$ cat config.mk
export PLATFORM = sky130hd
export DESIGN_NAME = fwd_hazard_unit
export DESIGN_NICKNAME = d
export VERILOG_FILES = /design/src/rtl/cpu_pipe_pkg.sv /design/src/rtl/fwd_src_match.sv /design/src/rtl/fwd_hazard_unit.sv
export SDC_FILE = /design/constraint.sdc
export NUM_CORES = 1
export LEC_CHECK = 0
export CORE_ASPECT_RATIO = 1.2
export CORE_MARGIN = 2
export CORE_UTILIZATION = 25
export CTS_CLUSTER_SIZE = 24
export DETAILED_ROUTE_END_ITERATION = 7
export PLACE_DENSITY = 0.46
export SLEW_MARGIN = 20
export SYNTH_ARGS = -nofsm -noshare
export SYNTH_HDL_FRONTEND = slang
export SYNTH_HIERARCHICAL = 1
export SYNTH_SLANG_ARGS = --single-unit
export TNS_END_PERCENT = 1
$ cat constraint.sdc
create_clock -name clk -period 3.25 [get_ports clk]
set_clock_uncertainty 0.05 [all_clocks]
set_input_delay 0.65 -clock clk [delete_from_list [all_inputs] [get_ports clk]]
set_output_delay 0.65 -clock clk [all_outputs]
set_load 0.03 [all_outputs]
$ cat src/rtl/cpu_pipe_pkg.sv
// Shared pipeline definitions: register width, forwarding select
// codes and the control half of a scoreboard slot record.
package cpu_pipe_pkg;

  localparam int REG_W  = 5;
  localparam int FWD_RF = 0;

  // The immediate code sits just past the last forwarding stage.
  function automatic int fwd_imm(input int fwd_stages);
    return fwd_stages + 1;
  endfunction

  typedef struct packed {
    logic valid;
    logic regwr;
    logic is_load;
  } slot_ctl_t;

endpackage

$ cat src/rtl/fwd_src_match.sv
// Per-operand priority comparator over the in-flight slots.
// Ports: src, slot fields in, sel code and load_blk flag out.
module fwd_src_match #(
  parameter int REG_W      = 5,
  parameter int FWD_STAGES = 2,
  parameter int LOAD_STAGE = 2,
  parameter int SEL_W      = 2
) (
  input  logic [REG_W-1:0]            src,
  input  logic [FWD_STAGES-1:0]       s_valid,
  input  logic [FWD_STAGES-1:0]       s_regwr,
  input  logic [FWD_STAGES-1:0]       s_load,
  input  logic [FWD_STAGES*REG_W-1:0] s_rd,
  output logic [SEL_W-1:0]            sel,
  output logic                        load_blk
);
  import cpu_pipe_pkg::*;

  logic hit;

  // Oldest first, so the youngest match overwrites sel last.
  always_comb begin
    sel      = SEL_W'(FWD_RF);
    load_blk = 1'b0;
    hit      = 1'b0;
    for (int k = FWD_STAGES - 1; k >= 0; k--) begin
      hit = s_valid[k] && s_regwr[k] &&
            (s_rd[k*REG_W +: REG_W] == src) &&
            (src != '0);
      if (hit) begin
        sel = SEL_W'(k + 1);
        if (s_load[k] && (k + 1 < LOAD_STAGE))
          load_blk = 1'b1;
      end
    end
  end

endmodule

$ cat src/rtl/fwd_hazard_unit.sv
// Forwarding select and load-use stall unit with its own
// destination scoreboard. Ports: ID record in; stall, fwd_sel, stall_cnt out.
module fwd_hazard_unit #(
  parameter int REG_W      = cpu_pipe_pkg::REG_W,
  parameter int NUM_SRC    = 2,
  parameter int FWD_STAGES = 2,
  parameter int LOAD_STAGE = 2,
  parameter int CNT_W      = 16
) (
  input  logic                     clk,
  input  logic                     rst_n,
  input  logic                     ext_stall,
  input  logic                     flush,
  input  logic                     id_valid,
  input  logic                     id_regwr,
  input  logic                     id_is_load,
  input  logic [REG_W-1:0]         id_rd,
  input  logic [NUM_SRC*REG_W-1:0] id_src,
  input  logic                     id_imm_b,
  output logic                     stall,
  output logic [NUM_SRC*$clog2(FWD_STAGES+2)-1:0] fwd_sel,
  output logic [CNT_W-1:0]         stall_cnt
);
  import cpu_pipe_pkg::*;

  localparam int SEL_W = $clog2(FWD_STAGES + 2);
  localparam logic [SEL_W-1:0] SEL_IMM =
    SEL_W'(fwd_imm(FWD_STAGES));

  // Only S[0..FWD_STAGES-1] are kept: the WB-exit slot
  // retires into a write-first regfile and is never read.
  slot_ctl_t        ctl [FWD_STAGES];
  logic [REG_W-1:0] rd  [FWD_STAGES];

  logic [FWD_STAGES-1:0]       s_valid;
  logic [FWD_STAGES-1:0]       s_regwr;
  logic [FWD_STAGES-1:0]       s_load;
  logic [FWD_STAGES*REG_W-1:0] s_rd;

  logic [SEL_W-1:0]         src_sel [NUM_SRC];
  logic [NUM_SRC-1:0]       src_blk;
  logic [NUM_SRC*SEL_W-1:0] sel_next;
  logic [NUM_SRC*SEL_W-1:0] sel_q;
  logic [CNT_W-1:0]         cnt_q;
  logic                     id_go;

  always_comb begin
    s_valid = '0;
    s_regwr = '0;
    s_load  = '0;
    s_rd    = '0;
    for (int k = 0; k < FWD_STAGES; k++) begin
      s_valid[k] = ctl[k].valid;
      s_regwr[k] = ctl[k].regwr;
      s_load[k]  = ctl[k].is_load;
      s_rd[k*REG_W +: REG_W] = rd[k];
    end
  end

  for (genvar i = 0; i < NUM_SRC; i++) begin : g_src
    fwd_src_match #(
      .REG_W      (REG_W),
      .FWD_STAGES (FWD_STAGES),
      .LOAD_STAGE (LOAD_STAGE),
      .SEL_W      (SEL_W)
    ) u_match (
      .src      (id_src[i*REG_W +: REG_W]),
      .s_valid  (s_valid),
      .s_regwr  (s_regwr),
      .s_load   (s_load),
      .s_rd     (s_rd),
      .sel      (src_sel[i]),
      .load_blk (src_blk[i])
    );
  end

  // Flush and freeze both suppress the stall request.
  always_comb begin
    stall = (|src_blk) & id_valid & ~flush & ~ext_stall;
    id_go = id_valid & ~flush & ~stall;
  end

  always_comb begin
    sel_next = '0;
    for (int i = 0; i < NUM_SRC; i++) begin
      if (i == 1 && id_imm_b)
        sel_next[i*SEL_W +: SEL_W] = SEL_IMM;
      else
        sel_next[i*SEL_W +: SEL_W] = src_sel[i];
    end
  end

  always_ff @(posedge clk or negedge rst_n) begin
    if (!rst_n) begin
      for (int k = 0; k < FWD_STAGES; k++) begin
        ctl[k] <= '0;
        rd[k]  <= '0;
      end
      sel_q <= '0;
      cnt_q <= '0;
    end else if (!ext_stall) begin
      for (int k = FWD_STAGES - 1; k >= 1; k--) begin
        ctl[k] <= ctl[k-1];
        rd[k]  <= rd[k-1];
      end
      if (id_go) begin
        ctl[0] <= '{valid: 1'b1, regwr: id_regwr,
                    is_load: id_is_load};
        rd[0]  <= id_rd;
      end else begin
        ctl[0] <= '0;
        rd[0]  <= '0;
      end
      sel_q <= id_go ? sel_next : '0;
      if (stall && cnt_q != '1)
        cnt_q <= cnt_q + 1'b1;
    end
  end

  assign fwd_sel   = sel_q;
  assign stall_cnt = cnt_q;

endmodule

==> qor.txt <==
vias in the first global route: 1,622
Via density: 4.60
die area: 0.00822 mm2
global-route wire length before repair: 8040 um
crit share post-route: 97.5%
H-tree levels: 2
Die W: 83.1 um
FMAX: 316 MHz
antenna violations before repair: 0
fraction of layout cells with a size suffix above 1: 24.4%
outcome: complete, no violations
Final Setup Violations: 0
HPWL after DPL: 3430 um
Initial Util: 25.8%
Routed Wire Length: 4720 um
maxcap violations: 0
GRT Overall Usage: 12.1%
synthesized cell area: 0.00188 mm2
PwrDens: 349 mW/mm2
Worst VDD drop: 0.000153 V
maximum number of pins on one net before global-route repair: 36
Slew HR: 60.2%
first-pass iteration count of the detailed router: 4
grt total ovfl: 0
num rows: 34
Top delay family on crit path: simple AND/OR/NAND/NOR gates
met2 Resource Use GR: 21.3%
Critical Path AT: 2.47 ns
Worst-Skew Late Latency: 0.29 ns
Post-Syn Nets: 190
critical path peak fanout: 2
grt peak-use layer: met2
fin util: 36.7%
Core Area: 0.00727 mm2
antenna cells: 0
final hold violations: 0
CTS tree: done
Crit path buffers/inverters: 3
Nets: 257
RSZ-0062 raised after global routing: no
Ports: 44
final weighted congestion in routability-driven placement: 0.780
global-route track usage on met3: 3.69%
post-synthesis instance total: 166
syn_area_per_cell: 11.3 um2
CTS buffer count: 5
DR DRC count: 0
root buffer cell: clkbuf_8
Placed Area: 0.00255 mm2
die height: 98.9 um
actual slew at the worst max-slew pin: 0.592 ns
required time worst endpoint: 2.55 ns
Syn. warnings: 6
Layout area overhead: 42.3%
Max Slew Vio Count: 0
Wirelength per Cell: 14.6 um
Hold Crit Class: flop to flop
IO buf count: 43
design area: 0.00267 mm2
P_leak: 1.20 nW
cts hold-fix bufs: 0
fillers: 733
Worst path slowest cell: or4_4
post-layout min period: 3.17 ns
crit-path cells: clkdlybuf4s50_1, or4_4, nor2_4, nor3_2, and2_1, or2_4, nand2_2, inv_1, buf_4
grt met1 use: 14.0%
DRT antenna net count: 0
Worst setup SP type: input port
CTS sink count: 35
via count: 1,490
slowest stage delay, CP: 0.55 ns
Max clock buf depth: 2
crit path capture type: primary output
Iteration-0 DRC Markers: 83
clock transition time at the flip-flop clock pins of the worst setup and hold paths: 0.07 ns
Crit Path Class: input port to primary output
## through the flow
stage	hold slack [ns]	setup slack [ns]	instances	power, mW	TNS (ns)
2_1_floorplan	0.304	0.403	166	0.521	0
3_3_place_gp	0.429	-0.458	314	0.591	-0.458
3_5_place_dp	0.436	-0.442	314	0.591	-0.442
4_1_cts	0.453	0.0173	323	0.948	0
5_1_grt	0.463	0.00740	324	0.983	0
6_report	0.445	0.0813	324	0.932	0
## flip-flops by register name (all words and copies together) (netlist names)
signal	cells
rd	10
stall_cnt	16
fwd_sel	4
ctl	5
## timing repair
item | CTS | global route
buffers inserted | 1 | 1
pin swaps | 2 | 2
setup endpoints to repair | 1 | 1
resized for setup | 8 | 3
## worst reg2reg max path, stage by stage, from the launching register on
cell and delay, ns:
dfrtp_1 0.43, xnor2_1 0.24, nand4_1 0.17, nor3_2 0.16, and2_1 0.17, or2_4 0.13
buf_4 0.11, nand3_1 0.12, buf_4 0.19, nor4_1 0.31, xor2_1 0.17
## routing by layer
metal  wire (um)  up-vias  share of wire (%)
li1            -      733                  -
met1        2000      722                 42
met2        2440       28                 52
met3         212        7                4.5
met4          72        0                1.5
met5           0        -                  0
## placed cells by master, fill, tap and decap left out, types with 2 or more instances in the layout
cell type,n
clkdlybuf4s50_1,39
dfrtp_1,35
buf_4,24
xnor2_1,20
nand3_1,13
xor2_1,13
nand2_1,10
a22o_1,9
mux2_2,8
clkbuf_8,7
nand4_1,6
nor2_1,5
nor4_1,4
a211oi_1,4
and2_1,3
dlymetal6s2s_1,3
and3_1,2
a21oi_1,2
o21ai_0,2
nor3_1,2
or4_4,2
nor2_4,2
nor3_2,2
nor4_2,2
## path summary, 6_finish.rpt
check	start	to	slack, ns	cells after the start
worst min register to register	stall_cnt[7]	stall_cnt[7]	0.45	1
worst min-delay path	stall_cnt[7]	stall_cnt[7]	0.45	1
worst max-delay path	id_src[2]	stall	0.08	9
max in group asynchronous	rst_n	rd[8]	2.08	2
worst max register to register	rd[6]	stall_cnt[11]	0.93	10
min in group asynchronous	rst_n	fwd_sel[1]	0.73	2
## layout make-up
type	instances	area, um2	share of cell area (%)
timing repair buffer	66	608	22.8
sequential	35	876	32.8
multi-input combinational	124	971	36.3
clock buffer	8	100	3.75
tap	90	113	4.22
inverter	1	3.75	0.141
## where the power goes
group          switching (mW)  leakage [nW]  total (mW)  internal (mW)
sequential             0.0153         0.480       0.465          0.450
combinational          0.0472         0.665       0.115         0.0683
clock                   0.158        0.0515       0.352          0.194
Note: power is estimated with default switching activity, not from simulation.
